$ cat src/rtl/thor2022_pkg.sv
// Shared types for the icache invalidation controller.
// THOR2022_ICINV_WALK_EN adds the WALK engine state used for line-by-line invalidate-all.
package thor2022_pkg;

    typedef enum logic [1:0] {
        ICINV_NOP  = 2'b00,
        ICINV_LINE = 2'b01,
        ICINV_ALL  = 2'b10
    } icinv_cmd_t;

    localparam int ICINV_AWID = 32;

    typedef struct packed {
        icinv_cmd_t              cmd;
        logic [ICINV_AWID-1:0]   adr;
    } icinv_entry_t;

    typedef enum logic [1:0] {
        ST_IDLE  = 2'd0,
`ifdef THOR2022_ICINV_WALK_EN
        ST_ISSUE = 2'd1,
        ST_WALK  = 2'd2
`else
        ST_ISSUE = 2'd1
`endif
    } icinv_state_t;

    function automatic logic cmd_legal(input logic [1:0] cmd);
        return (cmd == ICINV_LINE) || (cmd == ICINV_ALL);
    endfunction

endpackage

$ cat src/rtl/thor2022_icinv_fifo.sv
// DEPTH-entry synchronous FIFO with full/empty/level and async active-low reset.
// Push is ignored while full and pop while empty, regardless of the other side.
module thor2022_icinv_fifo #(
    parameter int W     = 34,
    parameter int DEPTH = 4,
    localparam int PW   = $clog2(DEPTH)
) (
    input  logic          clk,
    input  logic          rst,
    input  logic          push,
    input  logic [W-1:0]  wdata,
    input  logic          pop,
    output logic [W-1:0]  rdata,
    output logic          full,
    output logic          empty,
    output logic [PW:0]   level
);

    logic [W-1:0] mem [DEPTH];
    logic [PW:0]  wptr;
    logic [PW:0]  rptr;
    logic         do_push;
    logic         do_pop;

    assign do_push = push && !full;
    assign do_pop  = pop && !empty;

    // Extra pointer bit distinguishes full from empty when the indices match.
    assign empty = (wptr == rptr);
    assign full  = (wptr[PW] != rptr[PW]) && (wptr[PW-1:0] == rptr[PW-1:0]);
    assign level = wptr - rptr;
    assign rdata = mem[rptr[PW-1:0]];

    always_ff @(posedge clk or negedge rst) begin
        if (!rst) begin
            wptr <= '0;
            rptr <= '0;
        end else begin
            if (do_push) wptr <= wptr + 1'b1;
            if (do_pop)  rptr <= rptr + 1'b1;
        end
    end

    always_ff @(posedge clk) begin
        if (do_push) mem[wptr[PW-1:0]] <= wdata;
    end

endmodule

$ cat src/rtl/thor2022_icinv_ctrl.sv
// Icache invalidation controller: queues line/all invalidates and issues registered strobes,
// re-issuing on fill collisions. THOR2022_ICINV_WALK_EN turns invalidate-all into a line walk.
module thor2022_icinv_ctrl
    import thor2022_pkg::*;
#(
    parameter int LINES = 128,
    parameter int WAYS  = 4,
    parameter int AWID  = 32,
    parameter int DEPTH = 4
) (
    input  logic             clk,
    input  logic             rst,
    input  logic             req_i,
    input  logic [1:0]       req_cmd_i,
    input  logic [AWID-1:0]  req_adr_i,
    output logic             req_rdy_o,
    input  logic             fill_wr_i,
    output logic             invce_o,
    output logic             invline_o,
    output logic             invall_o,
    output logic [AWID-1:0]  adr_o,
    output logic             busy_o,
    output logic             done_o,
    output icinv_state_t     dbg_state_o
);

    localparam int LB = $clog2(LINES);
    localparam int PW = $clog2(DEPTH);
    localparam int EW = AWID + 2;

    if ((WAYS < 1) || (AWID < 6 + LB) || (DEPTH < 2) || ((DEPTH & (DEPTH - 1)) != 0)) begin : g_cfg_err
        $error("thor2022_icinv_ctrl: unsupported parameter set");
    end

    logic          push;
    logic          pop;
    logic [EW-1:0] head;
    logic [1:0]    head_cmd;
    logic          full;
    logic          empty;
    logic [PW:0]   level;

    icinv_state_t  state_q, state_d;
    logic          invce_q, invce_d;
    logic          invline_q, invline_d;
    logic          invall_q, invall_d;
    logic [AWID-1:0] adr_q, adr_d;
    logic          done_q, done_d;
    logic          busy_q, busy_d;
    logic          retire;
    logic          load_next;

`ifdef THOR2022_ICINV_WALK_EN
    logic [LB-1:0] walk_q, walk_d;
`endif

    assign req_rdy_o = !full;
    assign push      = req_i && req_rdy_o && cmd_legal(req_cmd_i);
    assign head_cmd  = head[EW-1:AWID];

    thor2022_icinv_fifo #(
        .W     (EW),
        .DEPTH (DEPTH)
    ) u_fifo (
        .clk   (clk),
        .rst   (rst),
        .push  (push),
        .wdata ({req_cmd_i, req_adr_i}),
        .pop   (pop),
        .rdata (head),
        .full  (full),
        .empty (empty),
        .level (level)
    );

    always_comb begin
        state_d   = state_q;
        invce_d   = invce_q;
        invline_d = invline_q;
        invall_d  = invall_q;
        adr_d     = adr_q;
        done_d    = 1'b0;
        pop       = 1'b0;
        retire    = 1'b0;
        load_next = 1'b0;
`ifdef THOR2022_ICINV_WALK_EN
        walk_d    = walk_q;
`endif

        case (state_q)
            ST_IDLE:  load_next = !empty;
            ST_ISSUE: retire = !fill_wr_i;
`ifdef THOR2022_ICINV_WALK_EN
            ST_WALK: begin
                if (!fill_wr_i) begin
                    if (walk_q == LB'(LINES - 1)) begin
                        retire = 1'b1;
                    end else begin
                        walk_d            = walk_q + 1'b1;
                        adr_d             = '0;
                        adr_d[6 +: LB]    = walk_q + 1'b1;
                    end
                end
            end
`endif
            default: state_d = ST_IDLE;
        endcase

        // A retiring command hands the strobe straight to the next queued one.
        if (retire) begin
            done_d = 1'b1;
            if (empty) begin
                state_d   = ST_IDLE;
                invce_d   = 1'b0;
                invline_d = 1'b0;
                invall_d  = 1'b0;
                adr_d     = '0;
            end else begin
                load_next = 1'b1;
            end
        end

        if (load_next) begin
            pop     = 1'b1;
            invce_d = 1'b1;
            if (head_cmd == ICINV_LINE) begin
                state_d   = ST_ISSUE;
                invline_d = 1'b1;
                invall_d  = 1'b0;
                adr_d     = head[AWID-1:0];
            end else begin
`ifdef THOR2022_ICINV_WALK_EN
                state_d   = ST_WALK;
                invline_d = 1'b1;
                invall_d  = 1'b0;
                adr_d     = '0;
                walk_d    = '0;
`else
                state_d   = ST_ISSUE;
                invline_d = 1'b0;
                invall_d  = 1'b1;
                adr_d     = '0;
`endif
            end
        end

        busy_d = push || (level != (PW + 1)'(pop)) || (state_d != ST_IDLE);
    end

    always_ff @(posedge clk or negedge rst) begin
        if (!rst) begin
            state_q   <= ST_IDLE;
            invce_q   <= 1'b0;
            invline_q <= 1'b0;
            invall_q  <= 1'b0;
            adr_q     <= '0;
            done_q    <= 1'b0;
            busy_q    <= 1'b0;
`ifdef THOR2022_ICINV_WALK_EN
            walk_q    <= '0;
`endif
        end else begin
            state_q   <= state_d;
            invce_q   <= invce_d;
            invline_q <= invline_d;
            invall_q  <= invall_d;
            adr_q     <= adr_d;
            done_q    <= done_d;
            busy_q    <= busy_d;
`ifdef THOR2022_ICINV_WALK_EN
            walk_q    <= walk_d;
`endif
        end
    end

    assign invce_o     = invce_q;
    assign invline_o   = invline_q;
    assign invall_o    = invall_q;
    assign adr_o       = adr_q;
    assign done_o      = done_q;
    assign busy_o      = busy_q;
    assign dbg_state_o = state_q;

endmodule

$ cat config.mk
export PLATFORM = sky130hd
export DESIGN_NAME = thor2022_icinv_ctrl
export DESIGN_NICKNAME = d
export VERILOG_FILES = /design/src/rtl/thor2022_pkg.sv /design/src/rtl/thor2022_icinv_fifo.sv /design/src/rtl/thor2022_icinv_ctrl.sv
export SDC_FILE = /design/constraint.sdc
export NUM_CORES = 1
export LEC_CHECK = 0
export ABC_AREA = 1
export BUFFER_PORTS_ARGS = -buffer_cell sky130_fd_sc_hd__buf_2
export CAP_MARGIN = 0
export CORE_MARGIN = 2
export CORE_UTILIZATION = 30
export CTS_CLUSTER_SIZE = 14
export DETAILED_ROUTE_END_ITERATION = 7
export SYNTH_ARGS = -nofsm -noshare
export SYNTH_HDL_FRONTEND = slang
export SYNTH_SLANG_ARGS = --single-unit
$ cat constraint.sdc
create_clock -name clk -period 4.3 [get_ports clk]
set_clock_uncertainty 0.15 [all_clocks]
set_input_delay 0.43 -clock clk [delete_from_list [all_inputs] [get_ports clk]]
set_output_delay 0.43 -clock clk [all_outputs]
set_load 0.02 [all_outputs]
==> metrics.cfg <==
[status]
run_status = complete, no violations

[place]
dp_slack_ns = 1.40
place_hpwl_um = 9490
numPortBuffers = 77
gp_congestion = 0.768

[synth]
yosys-top-cells-area = edfxtp_1 58%, dfrtp_1 16%, nand2_1 6.4%
avgSynthCellArea_um2 = 12.4
synth_top_area_cell = edfxtp_1
synth_top_area_share_pct = 57.8
ys_ff_latch = 181
syn-instance-count = 572
synth_fp_nets = 618
ys_types = 26
syn_area_mm2 = 0.00707
ys_seq_area_share_pct = 73.7
yosysWarnings = 0

[power_and_ir_drop]
total_leakage_power_nw = 3.37
p_per_area_mw_per_mm2 = 668
vdd_ir_drop_max_mv = 0.278

[cts]
tritoncts = built
clk_pin_slew_ns = 0.07
numCtsBuffers = 17
cts_resized = 0
clock-root-buffer = clkbuf_16
clkLatencyLatePin_ns = 0.43
cts_num_sinks = 181
htreeDepth = 4
clock_path_buffers = 2

[routing]
drt-total-wl_um = 15300
drt_first_pass_iters = 5
wl_per_cell_um = 15.6
drt_iter0_markers = 279
drc_errors = 0
drtAntennaViolNets = 0
vias = 4337
via_per_inst = 4.42

[global_route]
grt_pass1_vias = 4344
grt_use_met1_pct = 17.8
grt_first_pass_wirelength_um = 24300
grt_usage_pct = 13.2
gr-total-overflow = 0
use_met3_pct = 3.36
grt_start_max_net_pins = 69
met2_usage_pct = 20.8
grt.busiest_layer = met2
antenna_found_initial = 0

[timing]
post-route-min-period_ns = 2.87
slew_headroom_pct = 28.7
maxSlewViolCount = 0
tightest_slew_ns = 1.07
finalCritPeriodShare_pct = 66.7
hold_viol = 0
fmax_mhz = 349
rsz0062_at_grt = no
timing.setup.tns_ns = 0
setup_viol = 0
layout_setup_ws_ns = 1.43

[layout]
drive_above_1_share_pct = 19.8
diodes = 0
area_delta_synth_final_pct = 18.6
n_fill_cell = 2279
post-route-util_pct = 35.9
final_cell_mix = 136 x edfxtp_1, 120 x nand2_1, 89 x nor2_1, 77 x buf_2, 68 x o21ai_0
regArea_mm2 = 0.00521
final_nets = 696
multiInputGateArea_mm2 = 0.00163
layout_commonest_cell = edfxtp_1

[run]
maxCapViolCount = 0

[worst_setup_path]
worstPathRequired_ns = 4.27
ff2ff_setup_slack_ns = 1.43
crit_fanout = 21
rr_worst_depth = 8
startpoint_type = flip-flop
cp-end-kind = flip-flop
cp-startpoint = u_fifo.wptr[0]
r2r_start = u_fifo.wptr[0]
crit_type = reg -> reg
r2r-end = u_fifo.mem[3][20]
cp.arrival_ns = 2.83

[hold_path]
min-delay-start = req_adr_i[19]
min_to = u_fifo.mem[1][19]
min_path_type = in -> reg
whs_path_depth = 1

[floorplan]
fp-row-count = 56
core_area_mm2 = 0.0233
start_util_pct = 30.3
io_pins = 78
die_w_um = 158
dieArea_mm2 = 0.0248
die_h_um = 158

-- worst max-delay path, cell delays in order (launching register included) --
cell	delay [ns]
dfrtp_1	0.41
inv_1	0.13
ha_1	0.25
nand2_1	0.07
inv_1	0.07
nand3_1	0.14
nand2_1	0.32
nor2_4	0.64
buf_4	0.37
-- layout make-up --
type / count / share of cell area (%)
Clock buffer: 19 / 5.16
Clock inverter: 13 / 2.02
Inverter: 22 / 0.985
Multi-Input combinational cell: 342 / 19.5
Sequential cell: 181 / 62.2
Tap cell: 319 / 4.76
Timing Repair Buffer: 86 / 5.43
-- layer usage --
metal,wire (um),part of all wire (%)
met1,6850,45
met2,7420,49
met3,846,5.5
met4,182,1.2
met5,0,0
-- kinds of logic after synthesis --
kind of cell    after synthesis  synth area share (%)
simple gates                239                  13.7
flops                       181                  73.7
compound gates               91                  6.99
buf+inv                      49                  3.65
fa+ha+maj                     8                  1.52
xor+xnor                      3                 0.372
other cells                   1                0.0530
-- through the flow --
step	power [W]	hold slack (ns)	instances	cell area [um^2]
after global placement	0.00406	0.310	949	7770
after CTS	0.00569	0.0511	982	8380
after global routing	0.00598	0.0455	982	8380
final	0.00560	0.0636	982	8380
after floorplan	0.00358	-0.0156	572	7070
after detailed placement	0.00408	0.310	949	7770
-- sequential cells by signal (all words and copies together) (netlist names) --
name	cells
invline_o	1
u_fifo.mem	136
invce_o	1
busy_o	1
u_fifo.wptr	3
u_fifo.rptr	3
dbg_state_o	2
done_o	1
adr_o	32
invall_o	1
-- Yosys cell counts --
cell type	instances
edfxtp_1	136
nand2_1	120
nor2_1	93
o21ai_0	68
dfrtp_1	45
o22ai_1	22
nand3_1	19
inv_1	18
buf_2	10
buf_6	7
ha_1	7
clkbuf_1	6
inv_2	3
buf_4	2
nand2_2	2
nand2_4	2
nand3_2	2
xnor2_1	2
buf_1	1
clkbuf_2	1
clkinv_1	1
conb_1	1
fa_1	1
nor2_8	1
o21ai_4	1
xor2_1	1
-- where the power goes --
group / total, W / leakage [nW] / switching [W] / internal (W)
Sequential: 0.00229 / 1.81 / 0.000100 / 0.00219
Clock: 0.00160 / 0.299 / 0.000671 / 0.000927
Combinational: 0.00171 / 1.26 / 0.00122 / 0.000494
-- worst max path at each step --
stage                                   end  slack, ns  depth (start not counted)
after global routing      u_fifo.mem[3][26]       1.15                          8
after CTS                 u_fifo.mem[2][26]       1.38                          7
after global placement    u_fifo.mem[3][27]       1.45                          8
after floorplan            u_fifo.mem[0][0]       0.62                          9
final                     u_fifo.mem[3][20]       1.43                          8
after detailed placement   u_fifo.mem[2][1]       1.40                          7
-- timing repair --
action / in CTS / in global routing
buffers inserted: 0 / 0
hold buffers: 1 / 0
hold endpoints to repair: 22 / 0
No activity file was read; power rests on OpenSTA's default activity.
